File: config.mk
export PLATFORM = sky130hd
export DESIGN_NAME = sram_arbiter
export DESIGN_NICKNAME = d
export VERILOG_FILES = /design/src/rtl/sram_arb_pkg.sv /design/src/rtl/sram_arb_pick.sv /design/src/rtl/sram_arbiter.sv
export SDC_FILE = /design/constraint.sdc
export NUM_CORES = 1
export LEC_CHECK = 0
export BUFFER_PORTS_ARGS = -buffer_cell sky130_fd_sc_hd__buf_2
export CAP_MARGIN = 0
export CORE_UTILIZATION = 25
export CTS_BUF_LIST = sky130_fd_sc_hd__clkbuf_4
export DETAILED_ROUTE_END_ITERATION = 10
export PLACE_DENSITY_LB_ADDON = 0.25
export SYNTH_ARGS = -nofsm -noshare
export SYNTH_HDL_FRONTEND = slang
export SYNTH_HIERARCHICAL = 1
export SYNTH_SLANG_ARGS = --single-unit
export TNS_END_PERCENT = 30
File: constraint.sdc
create_clock -name clk -period 4.33 [get_ports clk]
set_input_delay 0.6495 -clock clk [delete_from_list [all_inputs] [get_ports clk]]
set_output_delay 0.6495 -clock clk [all_outputs]
set_load 0.01 [all_outputs]
File: src/rtl/sram_arb_pkg.sv
// Shared types and defaults for the two-port SRAM arbiter.
// Optional macro SRAM_ARB_FIXED_PRIO_EN selects fixed port-0 priority in place of round-robin.
package sram_arb_pkg;

    localparam int ADDR_BITS_DEF = 16;
    localparam int DATA_BITS_DEF = 24;

    typedef enum logic [1:0] {
        ST_IDLE   = 2'd0,
        ST_ACCESS = 2'd1,
        ST_DONE   = 2'd2
    } state_t;

    // Port index: 0 = fetch client, 1 = writeback client.
    typedef logic port_t;

    localparam port_t PORT_FETCH = 1'b0;
    localparam port_t PORT_WB    = 1'b1;

    function automatic logic [1:0] port_onehot(input port_t p);
        return p ? 2'b10 : 2'b01;
    endfunction

endpackage

File: src/rtl/sram_arb_pick.sv
// Combinational winner selection for the SRAM arbiter.
// With SRAM_ARB_FIXED_PRIO_EN defined, port 0 always wins and no priority input exists.
module sram_arb_pick
    import sram_arb_pkg::*;
(
    input  logic [1:0] req,
`ifndef SRAM_ARB_FIXED_PRIO_EN
    input  port_t      prio,
`endif
    output logic       valid,
    output port_t      winner
);

    always_comb begin
        valid  = |req;
`ifdef SRAM_ARB_FIXED_PRIO_EN
        winner = req[0] ? PORT_FETCH : PORT_WB;
`else
        // A lone requester wins outright; only a tie consults the priority bit.
        if (req == 2'b11) begin
            winner = prio;
        end else begin
            winner = req[1] ? PORT_WB : PORT_FETCH;
        end
`endif
    end

endmodule

File: src/rtl/sram_arbiter.sv
// Two-port arbiter in front of a single-ported SRAM: IDLE -> ACCESS -> DONE per transaction.
// Define SRAM_ARB_FIXED_PRIO_EN for fixed port-0 priority; default is round-robin.
module sram_arbiter
    import sram_arb_pkg::*;
#(
    parameter int ADDR_BITS     = ADDR_BITS_DEF,
    parameter int DATA_BITS     = DATA_BITS_DEF,
    parameter int ACCESS_CYCLES = 2
)
(
    input  logic                   clk,
    input  logic                   n_rst,
    input  logic                   enable,
    input  logic [1:0]             req,
    input  logic [1:0]             write,
    input  logic [2*ADDR_BITS-1:0] req_address,
    input  logic [2*DATA_BITS-1:0] req_w_data,
    output logic [1:0]             grant,
    output logic [1:0]             done,
    output logic [DATA_BITS-1:0]   done_r_data,
    output logic                   busy,
    output logic [ADDR_BITS-1:0]   address,
    output logic [DATA_BITS-1:0]   w_data,
    input  logic [DATA_BITS-1:0]   r_data,
    output logic                   read_enable,
    output logic                   write_enable,
    output logic [1:0]             state
);

    localparam logic [1:0] IDLE   = ST_IDLE;
    localparam logic [1:0] ACCESS = ST_ACCESS;
    localparam logic [1:0] DONE   = ST_DONE;
    localparam logic [3:0] LAST   = 4'(ACCESS_CYCLES - 1);

    logic [3:0] count;
    port_t      owner;
    logic       op_write;
    logic       pick_valid;
    port_t      winner;

`ifndef SRAM_ARB_FIXED_PRIO_EN
    port_t      prio;
`endif

    sram_arb_pick u_pick (
        .req    (req),
`ifndef SRAM_ARB_FIXED_PRIO_EN
        .prio   (prio),
`endif
        .valid  (pick_valid),
        .winner (winner)
    );

    assign busy = (state != IDLE);

    always_ff @(posedge clk) begin
        if (!n_rst) begin
            state        <= IDLE;
            count        <= 4'd0;
            owner        <= PORT_FETCH;
            op_write     <= 1'b0;
            grant        <= 2'b00;
            done         <= 2'b00;
            done_r_data  <= '0;
            address      <= '0;
            w_data       <= '0;
            read_enable  <= 1'b0;
            write_enable <= 1'b0;
`ifndef SRAM_ARB_FIXED_PRIO_EN
            prio         <= PORT_FETCH;
`endif
        end else begin
            done <= 2'b00;
            case (state)
                IDLE: begin
                    if (enable && pick_valid) begin
                        state        <= ACCESS;
                        owner        <= winner;
                        op_write     <= write[winner];
                        address      <= winner ? req_address[2*ADDR_BITS-1:ADDR_BITS]
                                               : req_address[ADDR_BITS-1:0];
                        w_data       <= winner ? req_w_data[2*DATA_BITS-1:DATA_BITS]
                                               : req_w_data[DATA_BITS-1:0];
                        grant        <= port_onehot(winner);
                        count        <= 4'd0;
                        // Strobes are registered so they appear in the first ACCESS cycle.
                        read_enable  <= ~write[winner];
                        write_enable <= write[winner];
                    end
                end
                ACCESS: begin
                    count <= count + 4'd1;
                    if (count == LAST) begin
                        if (!op_write) begin
                            done_r_data <= r_data;
                        end
                        read_enable  <= 1'b0;
                        write_enable <= 1'b0;
                        grant        <= 2'b00;
                        done         <= port_onehot(owner);
                        state        <= DONE;
                    end
                end
                DONE: begin
                    // Address and write data stay put; only control returns to idle.
`ifndef SRAM_ARB_FIXED_PRIO_EN
                    prio  <= ~owner;
`endif
                    count <= 4'd0;
                    state <= IDLE;
                end
                default: begin
                    state        <= IDLE;
                    read_enable  <= 1'b0;
                    write_enable <= 1'b0;
                    grant        <= 2'b00;
                end
            endcase
        end
    end

endmodule

==> impl_metrics.json <==
{
  "core_area_mm2": 0.0132,
  "gp_congestion": 0.700,
  "cp.arrival_ns": 2.57,
  "rows": 42,
  "status": "finished clean",
  "finClkSkew_ns": 0.00956,
  "drt_iter0_drc": 90,
  "synth.largest_area_cell": "dfxtp_1",
  "power.leakage_nw": 2.07,
  "met3_usage_pct": 4.58,
  "fmax_mhz": 448,
  "cts_resized": 0,
  "io_buffer_count": 183,
  "cts_buffer_depth": 2,
  "hold_slack_ns": 0.461,
  "start_util_pct": 25.7,
  "yosysMostFrequentCell": "dfxtp_1",
  "ios": 184,
  "ys_warn_count": 6,
  "ys.flop_type": "dfxtp_1",
  "grt_max_degree": 81,
  "worstHoldPathType": "reg2reg",
  "first_global_vias": 2898,
  "synth_top_area_share_pct": 46.5,
  "cap_violations": 0,
  "grt_util_met1_pct": 14.8,
  "cts_tree": "done",
  "htree_levels": 3,
  "post_drt_wl_per_cell_um": 11.8,
  "cts_hold_buf": 0,
  "min_period_over_period_pct": 51.6,
  "die_area_mm2": 0.0141,
  "fillCellCount": 1394,
  "p_per_area_mw_per_mm2": 321,
  "max_stage_delay_ns": 0.64,
  "antenna_found_initial": 1,
  "setup_slack_ns": 2.10,
  "cts_sinks": 79,
  "grt-ovfl-total": 0,
  "ys_seq_area_share_pct": 46.5,
  "drcViolationCount": 0,
  "slew_headroom_pct": 43.1,
  "async_reset_ff_share_pct": 0,
  "power_mw": 1.46,
  "critPathKind": "reg2reg",
  "grtUsageMet2_pct": 19.8,
  "period_needed_ns": 2.23,
  "setup_violations": 0,
  "areaGrowthSynthToFinish_pct": 34.3,
  "yosys-top-cells-count": "79 x dfxtp_1, 66 x mux2i_1, 51 x nand2_1",
  "dpl_worst_slack_ns": 1.72,
  "postCtsSetupRepairBufs": 0,
  "grt_pass1_wl_um": 13800,
  "vias": 3094,
  "synth-seq-cells": 79,
  "dp_cells": 697,
  "clkLatencyLatePin_ns": 0.42,
  "vdd_drop_max_v": 0.000146,
  "synthTopCellsByArea": "dfxtp_1 46%, mux2i_1 19%, a211oi_1 9.3%",
  "layout-drive-gt1-share_pct": 38.5,
  "synth_edf_count": 0,
  "fin_cells": 714,
  "grt_usage_pct": 12.3,
  "ant_nets": 0,
  "tightest_slew_ns": 0.853,
  "cp-end-kind": "flip-flop",
  "die_h_um": 119,
  "place_area_mm2": 0.00446,
  "grt.busiest_layer": "met2",
  "worst-path-max-fanout": 80,
  "num-nets-final": 645,
  "syn_inst": 365,
  "synthDistinctLibCells": 36,
  "syn_nets": 478,
  "setup-tns-final_ns": 0,
  "drtPass1Iterations": 4,
  "final_area_mm2": 0.00457,
  "final_util_pct": 34.5,
  "rsz0062_at_grt": "no",
  "cp_cell_sequence": "nor4bb_4 -> buf_4 -> nor2_1 -> a211oi_1",
  "slew_violations": 0,
  "final_hold_viol_count": 0,
  "cts_made_buffers": 9,
  "root_buffer": "clkbuf_4",
  "die_w_um": 119,
  "netlist_area_mm2": 0.00340,
  "postRouteWirelength_um": 8460,
  "hpwl_um": 6130,
  "crit_slowest_cell": "buf_4",
  "crit_required_ns": 4.67,
  "drt-vias-per-instance": 4.33,
  "syn-mean-instance-area_um2": 9.33,
  "clk_pin_slew_ns": 0.12,
  "critPathLaunchType": "flip-flop"
}
==> flip-flops by register name, summed over array words and instances (netlist names), 2 cells and up <==
signal,cells
address,16
state,2
grant,2
done,2
count,4
done_r_data,24
w_data,24
==> cells by family (layout without fill, tap and decap cells) <==
group	Yosys count	after routing	synth area share, %
compound gates	62	62	13.3
fa+ha+maj	2	2	0.735
buf+inv	41	213	5.26
flops	79	79	46.5
mux	67	67	19.7
other cells	0	1	0
simple gates	114	114	14.5
==> placed cells by master (no fill, tap or decap), drive strengths merged, types with 2 or more instances in the layout <==
master	n
ha	2
clkinv	4
nor2b	2
buf	187
a211oi	42
nand3	4
a32oi	3
nand3b	2
a21oi	7
inv	9
or2	2
a221oi	2
or4	2
dfxtp	79
nand2	51
nor2	45
clkbuf	12
mux2i	66
==> path summary, 6_finish.rpt <==
check                                   start                     endpoint  slack [ns]  cells after the start
setup / recovery        state[1]$_SDFFE_PN0P_     address[10]$_SDFFE_PN0P_        2.10                      4
hold / removal    done_r_data[9]$_SDFFE_PN0P_  done_r_data[9]$_SDFFE_PN0P_        0.46                      2
setup reg to reg        state[1]$_SDFFE_PN0P_     address[10]$_SDFFE_PN0P_        2.10                      4
hold reg to reg   done_r_data[9]$_SDFFE_PN0P_  done_r_data[9]$_SDFFE_PN0P_        0.46                      2
==> report_power, final <==
part / internal, mW / switching [mW]
registers: 0.773 / 0.0294
clock network: 0.135 / 0.250
logic: 0.129 / 0.149
total: 1.04 / 0.428
==> area by class of cell <==
cell class	count	area [um2]	share of cell area (%)
Multi-Input combinational cell	245	1670	36.5
Sequential cell	79	1580	34.6
Timing Repair Buffer	187	946	20.7
Tap cell	176	220	4.82
Clock buffer	12	90.1	1.97
Inverter	10	37.5	0.821
Clock inverter	4	22.5	0.493
Antenna cell	1	2.50	0.0547
==> per-layer routing <==
metal  routed length (um)  vias to the layer above
li1                     -                     1616
met1                 3860                     1322
met2                 3700                      145
met3                  795                       11
met4                  105                        0
met5                    0                        -
==> critical path, delay by kind of cell, from the launching register on <==
family                 cells  cell delay (ns)
AO/OA/AOI/OAI              1             0.25
buffers and inverters      1             0.64
flip-flops                 1             0.53
AND/OR/NAND/NOR            2             0.66
No activity file was read; power rests on OpenSTA's default activity.
